$ cat config.mk
export PLATFORM = sky130hd
export DESIGN_NAME = sd_crc_engine_flat
export DESIGN_NICKNAME = d
export VERILOG_FILES = /design/src/rtl/sd_crc_pkg.sv /design/src/rtl/sd_crc_engine_if.sv /design/src/rtl/sd_crc_step.sv /design/src/rtl/sd_crc_engine.sv /design/src/flat_wrapper.sv
export SDC_FILE = /design/constraint.sdc
export NUM_CORES = 1
export LEC_CHECK = 0
export ABC_AREA = 1
export BUFFER_PORTS_ARGS = -buffer_cell sky130_fd_sc_hd__buf_2
export CORE_MARGIN = 2
export CORE_UTILIZATION = 30
export CTS_CLUSTER_DIAMETER = 120
export CTS_CLUSTER_SIZE = 24
export DETAILED_ROUTE_END_ITERATION = 8
export GPL_ROUTABILITY_DRIVEN = 0
export PLACE_DENSITY_LB_ADDON = 0.3
export SLEW_MARGIN = 10
export SYNTH_ARGS = -nofsm -noshare
export SYNTH_HDL_FRONTEND = slang
export SYNTH_SLANG_ARGS = --single-unit
$ cat constraint.sdc
create_clock -name clk -period 2.79 [get_ports clk]
set_input_delay 0.279 -clock clk [delete_from_list [all_inputs] [get_ports clk]]
set_output_delay 0.279 -clock clk [all_outputs]
set_load 0.01 [all_outputs]
$ cat src/rtl/sd_crc_pkg.sv
// Shared types and constants for the SD CRC engine (CRC7 on CMD, CRC16 on DAT).
// The CHECK state is only present when SD_CRC_CHECK_EN is defined.
package sd_crc_pkg;

`ifdef SD_CRC_CHECK_EN
    typedef enum logic [1:0] {
        ST_IDLE  = 2'd0,
        ST_RUN   = 2'd1,
        ST_DONE  = 2'd2,
        ST_CHECK = 2'd3
    } state_e;
`else
    typedef enum logic [1:0] {
        ST_IDLE  = 2'd0,
        ST_RUN   = 2'd1,
        ST_DONE  = 2'd2
    } state_e;
`endif

    localparam logic [6:0]  CRC7_POLY  = 7'h09;
    localparam logic [15:0] CRC16_POLY = 16'h1021;

    // Width of a word counter able to hold 0..max_len inclusive.
    function automatic int len_w(input int max_len);
        return $clog2(max_len + 1);
    endfunction

endpackage

$ cat src/rtl/sd_crc_engine_if.sv
// Frame/stream/check bundle between the SD shifters and the CRC engine.
interface sd_crc_engine_if #(
    parameter int CRC_W  = 7,
    parameter int DATA_W = 8,
    parameter int LEN_W  = 10
);
    logic              start;
    logic [LEN_W-1:0]  len;
    logic              in_valid;
    logic [DATA_W-1:0] in_data;
    logic              in_ready;
    logic              busy;
    logic              crc_valid;
    logic [CRC_W-1:0]  crc_out;
    logic              chk_valid;
    logic [CRC_W-1:0]  chk_crc;
    logic              chk_done;
    logic              chk_err;

    modport master (
        output start, len, in_valid, in_data, chk_valid, chk_crc,
        input  in_ready, busy, crc_valid, crc_out, chk_done, chk_err
    );

    modport slave (
        input  start, len, in_valid, in_data, chk_valid, chk_crc,
        output in_ready, busy, crc_valid, crc_out, chk_done, chk_err
    );
endinterface

$ cat src/rtl/sd_crc_step.sv
// One DATA_W-bit CRC update, MSB first, unrolled; shared with the CMD/DAT shifters.
module sd_crc_step #(
    parameter int               CRC_W  = 7,
    parameter logic [CRC_W-1:0] POLY   = 7'h09,
    parameter int               DATA_W = 8
) (
    input  logic [CRC_W-1:0]  crc_in,
    input  logic [DATA_W-1:0] data_in,
    output logic [CRC_W-1:0]  crc_out
);

    logic [CRC_W-1:0] acc_s;
    logic             fb_s;

    // Serial LFSR update, one iteration per data bit.
    always_comb begin
        acc_s = crc_in;
        fb_s  = 1'b0;
        for (int i = DATA_W - 1; i >= 0; i--) begin
            fb_s  = acc_s[CRC_W-1] ^ data_in[i];
            acc_s = {acc_s[CRC_W-2:0], 1'b0} ^ (fb_s ? POLY : {CRC_W{1'b0}});
        end
        crc_out = acc_s;
    end

endmodule

$ cat src/rtl/sd_crc_engine.sv
// Streaming length-framed CRC generator/checker (CRC7 or CRC16).
// Define SD_CRC_CHECK_EN to build the received-CRC comparison (CHECK state).
module sd_crc_engine
    import sd_crc_pkg::*;
#(
    parameter int               CRC_W   = 7,
    parameter logic [CRC_W-1:0] POLY    = CRC7_POLY,
    parameter int               DATA_W  = 8,
    parameter int               MAX_LEN = 512,
    parameter logic [CRC_W-1:0] INIT    = {CRC_W{1'b0}}
) (
    input  logic            clk,
    input  logic            rst,
    sd_crc_engine_if.slave  bus
);

    localparam int LEN_W = len_w(MAX_LEN);
    localparam logic [LEN_W-1:0] MAX_LEN_L = LEN_W'(MAX_LEN);
    localparam logic [LEN_W-1:0] ONE_L     = LEN_W'(1);

    state_e           state_q, state_d;
    logic [CRC_W-1:0] crc_q, crc_d;
    logic [LEN_W-1:0] cnt_q, cnt_d;
    logic             in_ready_q, in_ready_d;
    logic             busy_q, busy_d;
    logic             crc_valid_q, crc_valid_d;
    logic [LEN_W-1:0] len_sat_s;
    logic [CRC_W-1:0] step_crc_s;
    logic             beat_s;

    sd_crc_step #(
        .CRC_W  (CRC_W),
        .POLY   (POLY),
        .DATA_W (DATA_W)
    ) u_step (
        .crc_in  (crc_q),
        .data_in (bus.in_data),
        .crc_out (step_crc_s)
    );

    assign len_sat_s = (bus.len > MAX_LEN_L) ? MAX_LEN_L : bus.len;
    // in_ready_q mirrors state RUN, so this is the accepted-beat strobe.
    assign beat_s    = in_ready_q & bus.in_valid;

`ifdef SD_CRC_CHECK_EN
    logic chk_err_q, chk_err_d;
    logic chk_done_q, chk_done_d;
`else
    logic unused_chk_s;
    assign unused_chk_s = ^{bus.chk_valid, bus.chk_crc};
`endif

    // Next-state, datapath and next-output decode; start overrides every state.
    always_comb begin
        state_d = state_q;
        crc_d   = crc_q;
        cnt_d   = cnt_q;
`ifdef SD_CRC_CHECK_EN
        chk_err_d  = chk_err_q;
        chk_done_d = 1'b0;
`endif
        if (bus.start) begin
            crc_d   = INIT;
            cnt_d   = len_sat_s;
            state_d = (len_sat_s == {LEN_W{1'b0}}) ? ST_DONE : ST_RUN;
`ifdef SD_CRC_CHECK_EN
            chk_err_d = 1'b0;
`endif
        end else begin
            case (state_q)
                ST_IDLE: begin
                    state_d = ST_IDLE;
                end
                ST_RUN: begin
                    if (beat_s) begin
                        crc_d = step_crc_s;
                        cnt_d = cnt_q - ONE_L;
                        if (cnt_q == ONE_L) begin
                            state_d = ST_DONE;
                        end else begin
                            state_d = ST_RUN;
                        end
                    end else begin
                        state_d = ST_RUN;
                    end
                end
                ST_DONE: begin
`ifdef SD_CRC_CHECK_EN
                    state_d = ST_CHECK;
`else
                    state_d = ST_IDLE;
`endif
                end
`ifdef SD_CRC_CHECK_EN
                ST_CHECK: begin
                    if (bus.chk_valid) begin
                        chk_err_d  = (bus.chk_crc != crc_q);
                        chk_done_d = 1'b1;
                        state_d    = ST_IDLE;
                    end else begin
                        state_d = ST_CHECK;
                    end
                end
`endif
                default: begin
                    state_d = ST_IDLE;
                end
            endcase
        end
        in_ready_d  = (state_d == ST_RUN);
        busy_d      = (state_d != ST_IDLE);
        crc_valid_d = (state_d == ST_DONE);
    end

    // State, datapath and registered status outputs.
    always_ff @(posedge clk) begin
        if (rst) begin
            state_q     <= ST_IDLE;
            crc_q       <= INIT;
            cnt_q       <= {LEN_W{1'b0}};
            in_ready_q  <= 1'b0;
            busy_q      <= 1'b0;
            crc_valid_q <= 1'b0;
        end else begin
            state_q     <= state_d;
            crc_q       <= crc_d;
            cnt_q       <= cnt_d;
            in_ready_q  <= in_ready_d;
            busy_q      <= busy_d;
            crc_valid_q <= crc_valid_d;
        end
    end

`ifdef SD_CRC_CHECK_EN
    // Check result flops; chk_err is held until the next start.
    always_ff @(posedge clk) begin
        if (rst) begin
            chk_err_q  <= 1'b0;
            chk_done_q <= 1'b0;
        end else begin
            chk_err_q  <= chk_err_d;
            chk_done_q <= chk_done_d;
        end
    end

    assign bus.chk_err  = chk_err_q;
    assign bus.chk_done = chk_done_q;
`else
    assign bus.chk_err  = 1'b0;
    assign bus.chk_done = 1'b0;
`endif

    assign bus.in_ready  = in_ready_q;
    assign bus.busy      = busy_q;
    assign bus.crc_valid = crc_valid_q;
    assign bus.crc_out   = crc_q;

endmodule

$ cat src/flat_wrapper.sv
// flat-port wrapper written by rule: the top's interface ports become plain ports
module sd_crc_engine_flat import sd_crc_pkg::*;
#(
    parameter int               CRC_W   = 7,
    parameter logic [CRC_W-1:0] POLY    = CRC7_POLY,
    parameter int               DATA_W  = 8,
    parameter int               MAX_LEN = 512,
    parameter logic [CRC_W-1:0] INIT    = {CRC_W{1'b0}}
)
  (clk, rst, bus_start, bus_len, bus_in_valid, bus_in_data, bus_chk_valid, bus_chk_crc, bus_in_ready, bus_busy, bus_crc_valid, bus_crc_out, bus_chk_done, bus_chk_err);
  sd_crc_engine_if #(.CRC_W(CRC_W), .DATA_W(DATA_W)) bus_i ();
  input  logic clk;
  input  logic rst;
  input wire logic [$bits(bus_i.start)-1:0] bus_start;
  input wire logic [$bits(bus_i.len)-1:0] bus_len;
  input wire logic [$bits(bus_i.in_valid)-1:0] bus_in_valid;
  input wire logic [$bits(bus_i.in_data)-1:0] bus_in_data;
  input wire logic [$bits(bus_i.chk_valid)-1:0] bus_chk_valid;
  input wire logic [$bits(bus_i.chk_crc)-1:0] bus_chk_crc;
  output wire logic [$bits(bus_i.in_ready)-1:0] bus_in_ready;
  output wire logic [$bits(bus_i.busy)-1:0] bus_busy;
  output wire logic [$bits(bus_i.crc_valid)-1:0] bus_crc_valid;
  output wire logic [$bits(bus_i.crc_out)-1:0] bus_crc_out;
  output wire logic [$bits(bus_i.chk_done)-1:0] bus_chk_done;
  output wire logic [$bits(bus_i.chk_err)-1:0] bus_chk_err;
  assign bus_i.start = bus_start;
  assign bus_i.len = bus_len;
  assign bus_i.in_valid = bus_in_valid;
  assign bus_i.in_data = bus_in_data;
  assign bus_i.chk_valid = bus_chk_valid;
  assign bus_i.chk_crc = bus_chk_crc;
  assign bus_in_ready = bus_i.in_ready;
  assign bus_busy = bus_i.busy;
  assign bus_crc_valid = bus_i.crc_valid;
  assign bus_crc_out = bus_i.crc_out;
  assign bus_chk_done = bus_i.chk_done;
  assign bus_chk_err = bus_i.chk_err;
  sd_crc_engine #(.CRC_W(CRC_W), .POLY(POLY), .DATA_W(DATA_W), .MAX_LEN(MAX_LEN), .INIT(INIT)) u_core (.clk(clk), .rst(rst), .bus(bus_i));
endmodule
==> results of run 1 <==
## through the flow
stage | total power, mW | setup WS [ps] | utilization (%) | hold WS, ps | cells
after detailed placement | 0.500 | 1180 | 35.2 | 475 | 327
after global routing | 0.839 | 1060 | 36.7 | 301 | 331
after global placement | 0.499 | 1170 | 35.2 | 472 | 327
after floorplan | 0.458 | 1570 | - | 427 | 236
after CTS | 0.809 | 1190 | 36.7 | 275 | 331
final | 0.795 | 1220 | 36.7 | 287 | 331
## worst register-to-register path, cell delays in order, from the launching register on
cell     delay [ps]
dfxtp_1         340
inv_1            50
nand2_1          70
nor2_2          390
nand2_1         270
nor4_1          290
nor2_1           60
## routing by layer
layer	part of all wire, %	track usage, %	wire length [um]
met4	1.9	5.05	64
met2	42	20.7	1400
met5	0	0	0
met1	48	16.8	1610
met3	7.5	2.30	250
## placed cells by master (no fill, tap or decap), drive strengths merged
cell	n
nand2	66
nor3	3
or2	2
xor2	2
a21oi	19
bufinv	1
ha	2
o21ai	7
inv	38
o211a	1
conb	2
o211ai	1
a21boi	1
nand4	3
xnor2	6
nor4	2
clkbuf	3
dfxtp	22
nand3	24
o22ai	1
nor2	26
nor3b	1
buf	31
## state kept, by name, indices dropped and copies added (netlist names)
signal,flops
u_core.cnt_q,10
u_core.bus.crc_out,7
u_core.state_q,2
u_core.bus.busy,1
u_core.bus.crc_valid,1
u_core.bus.in_ready,1
## final timing paths
check,startpoint,to,slack [ps],cells after the start
max reg2reg,u_core.state_q[1],u_core.cnt_q[8],1220,6
max,u_core.state_q[1],u_core.cnt_q[8],1220,6
min,bus_len[4],u_core.cnt_q[4],290,3
min reg2reg,u_core.cnt_q[9],u_core.cnt_q[9],490,2
## layout make-up
type | count | area share [%]
clock buffer | 3 | 2.38
clock inverter | 1 | 1.73
inverter | 38 | 8.22
multi-input combinational | 169 | 48.5
sequential | 22 | 25.4
tap | 67 | 4.83
timing repair buffer | 31 | 8.94
## power breakdown
group          switching (mW)  leakage [nW]  internal (mW)
registers              0.0122         0.180          0.327
clock network           0.111        0.0357          0.192
logic                  0.0931         0.647         0.0599
total                   0.217         0.863          0.579
## kinds of logic (layout without fill, tap and decap cells)
logic type,count (synthesis),after routing,share of synthesized area (%)
simple gates,127,127,38.7
buf+inv,45,73,13.2
xor+xnor,8,8,4.76
flops,22,22,29.9
other cells,1,2,0.255
compound gates,30,30,11.5
fa+ha+maj,2,2,1.70
==> flow_summary.json, run 1 <==
{
  "outcome": "completed",
  "overflow": 0,
  "antenna_found_initial": 0,
  "cp.required_ps": 2960,
  "drc_errors": 0,
  "start_kind": "flip-flop",
  "ys.flop_type": "dfxtp_1",
  "hold_viol_final": 0,
  "final_area_um2": 1740,
  "rsz0062_at_grt": "no",
  "synth_seq_area_share_pct": 29.9,
  "max_freq_ghz": 0.636,
  "start_util_pct": 31.2,
  "root_buffer": "clkbuf_8",
  "ys_ff_latch": 22,
  "n_antenna_cell": 0,
  "clk_latency_ps": 270,
  "dpl.hpwl_um": 2580,
  "synth-edff-count": 0,
  "drtIter0Drc": 62,
  "hold_buffers": 0,
  "synth_area_um2": 1470,
  "critical_path_peak_fanout": 11,
  "cts-resized-gates": 0,
  "cap_violations": 0,
  "ioPinCount": 42,
  "first_global_vias": 1273,
  "dr_total_vias": 1451,
  "cts_buffers": 3,
  "cpPeakStageDelay_ps": 390,
  "coreArea_um2": 4720,
  "hold_path.class": "in2reg",
  "drt_wl_total_um": 3330,
  "yosysTopAreaCell": "dfxtp_1",
  "grt_util_all_layers_pct": 12.8,
  "fin_tns_setup_ps": 0,
  "final_max_slew_viol_count": 0,
  "seq_area_um2": 440,
  "synth_top_cells_by_area": "dfxtp_1 (30%), nand2_1 (16%), inv_1 (9.4%)",
  "cp-end-kind": "flip-flop",
  "setup.worst_path.class": "reg2reg",
  "multi_input_area_um2": 842,
  "p_per_area_nw_per_um2": 458,
  "cts.clk_slew.worst_paths_ps": 90,
  "yosys_warnings": 0,
  "routedWlPerCell_um": 10.0,
  "synth_top_area_share_pct": 29.9,
  "period_needed_ps": 1570,
  "path_buf_inv": 1,
  "post_cts_buffers": 0,
  "h-tree-depth": 1,
  "nFillCells": 530,
  "ys_top_cells_by_count": "nand2_1 (64), inv_1 (37), nand3_1 (23)",
  "placed_area_um2": 1660,
  "dieArea_um2": 5490,
  "period_share_pct": 56.4,
  "setup_viol": 0,
  "cts_buffer_depth": 2,
  "cts_tree": "built",
  "ant_nets": 0,
  "die_w_um": 74.1,
  "rows": 25,
  "ys_types": 32,
  "die_h_um": 74.1,
  "syn_inst": 235,
  "path_common_cell": "nand2_1",
  "grt_max_degree": 14,
  "port_buffers": 31,
  "yosysMostFrequentCell": "nand2_1",
  "area_delta_synth_final_pct": 17.8,
  "cts.sinks": 22,
  "syn_avg_cell_area_um2": 6.27,
  "crit_chain": "inv_1 -> nand2_1 -> nor2_2 -> nand2_1 -> nor4_1 -> nor2_1",
  "finalClockSkew_ps": 10.8,
  "fin_nets": 297,
  "drive_gt1_share_pct": 17.8,
  "peakVddDrop_v": 0.000227,
  "grt_pass1_wl_um": 5430,
  "critPathTopFamily": "simple AND/OR/NAND/NOR gates",
  "drt-pass1-iter-count": 4,
  "cp_slowest_cell": "nor2_2",
  "leakagePower_nw": 0.863,
  "async_flop_share_pct": 0,
  "cp.arrival_ps": 1740,
  "viasPerCell": 4.38
}
No activity file was read; power rests on OpenSTA's default activity.
==> inputs of run 2 (changes only) <==
==> constraint.sdc (replaced) <==
create_clock -name clk -period 1.6 [get_ports clk]
set_input_delay 0.16 -clock clk [delete_from_list [all_inputs] [get_ports clk]]
set_output_delay 0.16 -clock clk [all_outputs]
set_load 0.01 [all_outputs]
==> flow_summary.json, run 2 (synthesized netlist as in run 1, its figures left out) <==
{
  "outcome": "completed",
  "crit_start": "u_core.cnt_q[0]",
  "final_area_um2": 1760,
  "m1WireLength_um": 1620,
  "final_max_slew_viol_count": 0,
  "drtIter0Drc": 72,
  "setup_viol": 0,
  "h-tree-depth": 1,
  "leakagePower_nw": 0.877,
  "dr_total_vias": 1490,
  "path_buf_inv": 1,
  "rows": 25,
  "peakVddDrop_v": 0.000472,
  "drc_errors": 0,
  "internal-power_mw": 1.01,
  "ant_nets": 0,
  "hold_path.class": "in2reg",
  "cts_buffer_depth": 2,
  "hold-worst-slack_ps": 163,
  "cpPeakStageDelay_ps": 360,
  "period_needed_ps": 1400,
  "fin_util_pct": 37.2,
  "crit_chain": "inv_1 -> ha_1 -> nor3b_4 -> nand3_2 -> o21ai_1 -> nand2_1 -> nor2_1",
  "overflow": 0,
  "antenna_found_initial": 0,
  "layout_common_cells": "nand2_1 (64), inv_1 (37), buf_2 (31)",
  "cp.required_ps": 1820,
  "p_per_area_nw_per_um2": 795,
  "cp-end-kind": "flip-flop",
  "finalClockSkew_ps": 6.65,
  "fin_ws_ps": 200,
  "start_util_pct": 31.2,
  "final_cells": 334,
  "die_h_um": 74.1,
  "routedWlPerCell_um": 9.99,
  "cp.arrival_ps": 1620,
  "setup.worst_path.class": "reg2reg",
  "period_share_pct": 87.5,
  "cts.clk_slew.worst_paths_ps": 90,
  "area_delta_synth_final_pct": 19.4,
  "drt-pass1-iter-count": 4,
  "pwr-share-seq_pct": 42.3,
  "placed_area_um2": 1690,
  "regMostFlops": "u_core.cnt_q",
  "coreArea_um2": 4720,
  "nFillCells": 513,
  "critPathTopFamily": "simple AND/OR/NAND/NOR gates",
  "fin_tns_setup_ps": 0,
  "r2r.worst_path.cells": 7,
  "start_kind": "flip-flop",
  "clkPwrFrac_pct": 38.2,
  "max_freq_ghz": 0.714,
  "power_frac_comb_pct": 19.5,
  "reg2reg_slack_ps": 200,
  "r2r_end": "u_core.cnt_q[8]",
  "grt_max_degree": 14,
  "place_ws_ps": 196,
  "worstSetupEndpoint": "u_core.cnt_q[8]",
  "cts-resized-gates": 0,
  "top_layer": "met4",
  "viasPerCell": 4.46,
  "drive_gt1_share_pct": 18.7,
  "cap_violations": 0,
  "met2WireLength_um": 1440,
  "n_antenna_cell": 0,
  "layout_commonest_cell": "nand2_1",
  "cts_buffers": 3,
  "root_buffer": "clkbuf_8",
  "largest_register_ffs": 10,
  "worst-path-stages": 7,
  "first_global_vias": 1283,
  "port_buffers": 31,
  "dieArea_um2": 5490,
  "dpl.hpwl_um": 2600,
  "hold_buffers": 0,
  "die_w_um": 74.1,
  "grt_pass1_wl_um": 5570,
  "hold_viol_final": 0,
  "worstReg2RegStart": "u_core.cnt_q[0]",
  "post_cts_buffers": 0,
  "rsz0062_at_grt": "no",
  "drt_wl_total_um": 3340,
  "p_switching_mw": 0.385,
  "cts.sinks": 22,
  "fin_nets": 300,
  "p_sw_share_pct": 27.5,
  "cts_tree": "built",
  "dp_cells": 330,
  "clk_latency_ps": 270,
  "total_power_mw": 1.40,
  "met3WireLength_um": 221,
  "cp_slowest_cell": "dfxtp_1",
  "critical_path_peak_fanout": 5,
  "grt_util_all_layers_pct": 13.2,
  "ioPinCount": 42
}
## run 2: changes by cell type in the layout (fill, tap and decap cells not counted), sizes merged
cell  before  now
buf       31   34
## run 2: power by group through the flow
stage               registers [mW]  clock network, mW  logic (mW)
finish                       0.592              0.534       0.272
floorplan                    0.604                  0       0.194
detailed placement           0.605                  0       0.271
global placement             0.604                  0       0.271
global route                 0.596              0.562       0.310
CTS                          0.592              0.547       0.273
## run 2: metal layers
layer | vias to the layer above | GRT usage (%)
li1 | 802 | -
met5 | - | 0
met2 | 51 | 21.2
met1 | 632 | 17.6
met4 | 0 | 4.85
met3 | 5 | 2.44
## run 2: worst min-delay path by stage
stage / start / endpoint / slack (ps) / cells past startpoint
floorplan: bus_len[2] / u_core.cnt_q[2] / 310 / 2
global placement: bus_len[4] / u_core.cnt_q[4] / 450 / 3
detailed placement: bus_len[4] / u_core.cnt_q[4] / 450 / 3
CTS: bus_len[4] / u_core.cnt_q[4] / 160 / 3
global route: bus_len[0] / u_core.cnt_q[0] / 170 / 3
finish: bus_len[4] / u_core.cnt_q[4] / 160 / 3
## run 2: final cells by class
cell class	count	area [um2]	share of cell area (%)
Multi-Input combinational cell	169	842	47.9
Sequential cell	22	440	25.1
Timing Repair Buffer	34	178	10.1
Inverter	38	143	8.11
Tap cell	67	83.8	4.77
Clock buffer	3	41.3	2.35
Clock inverter	1	30.0	1.71
## run 2: worst reg2reg max path: stages (launching register included)
cell,delay [ps]
dfxtp_1,360
inv_1,110
ha_1,170
nor3b_4,270
nand3_2,130
o21ai_1,150
nand2_1,60
nor2_1,100
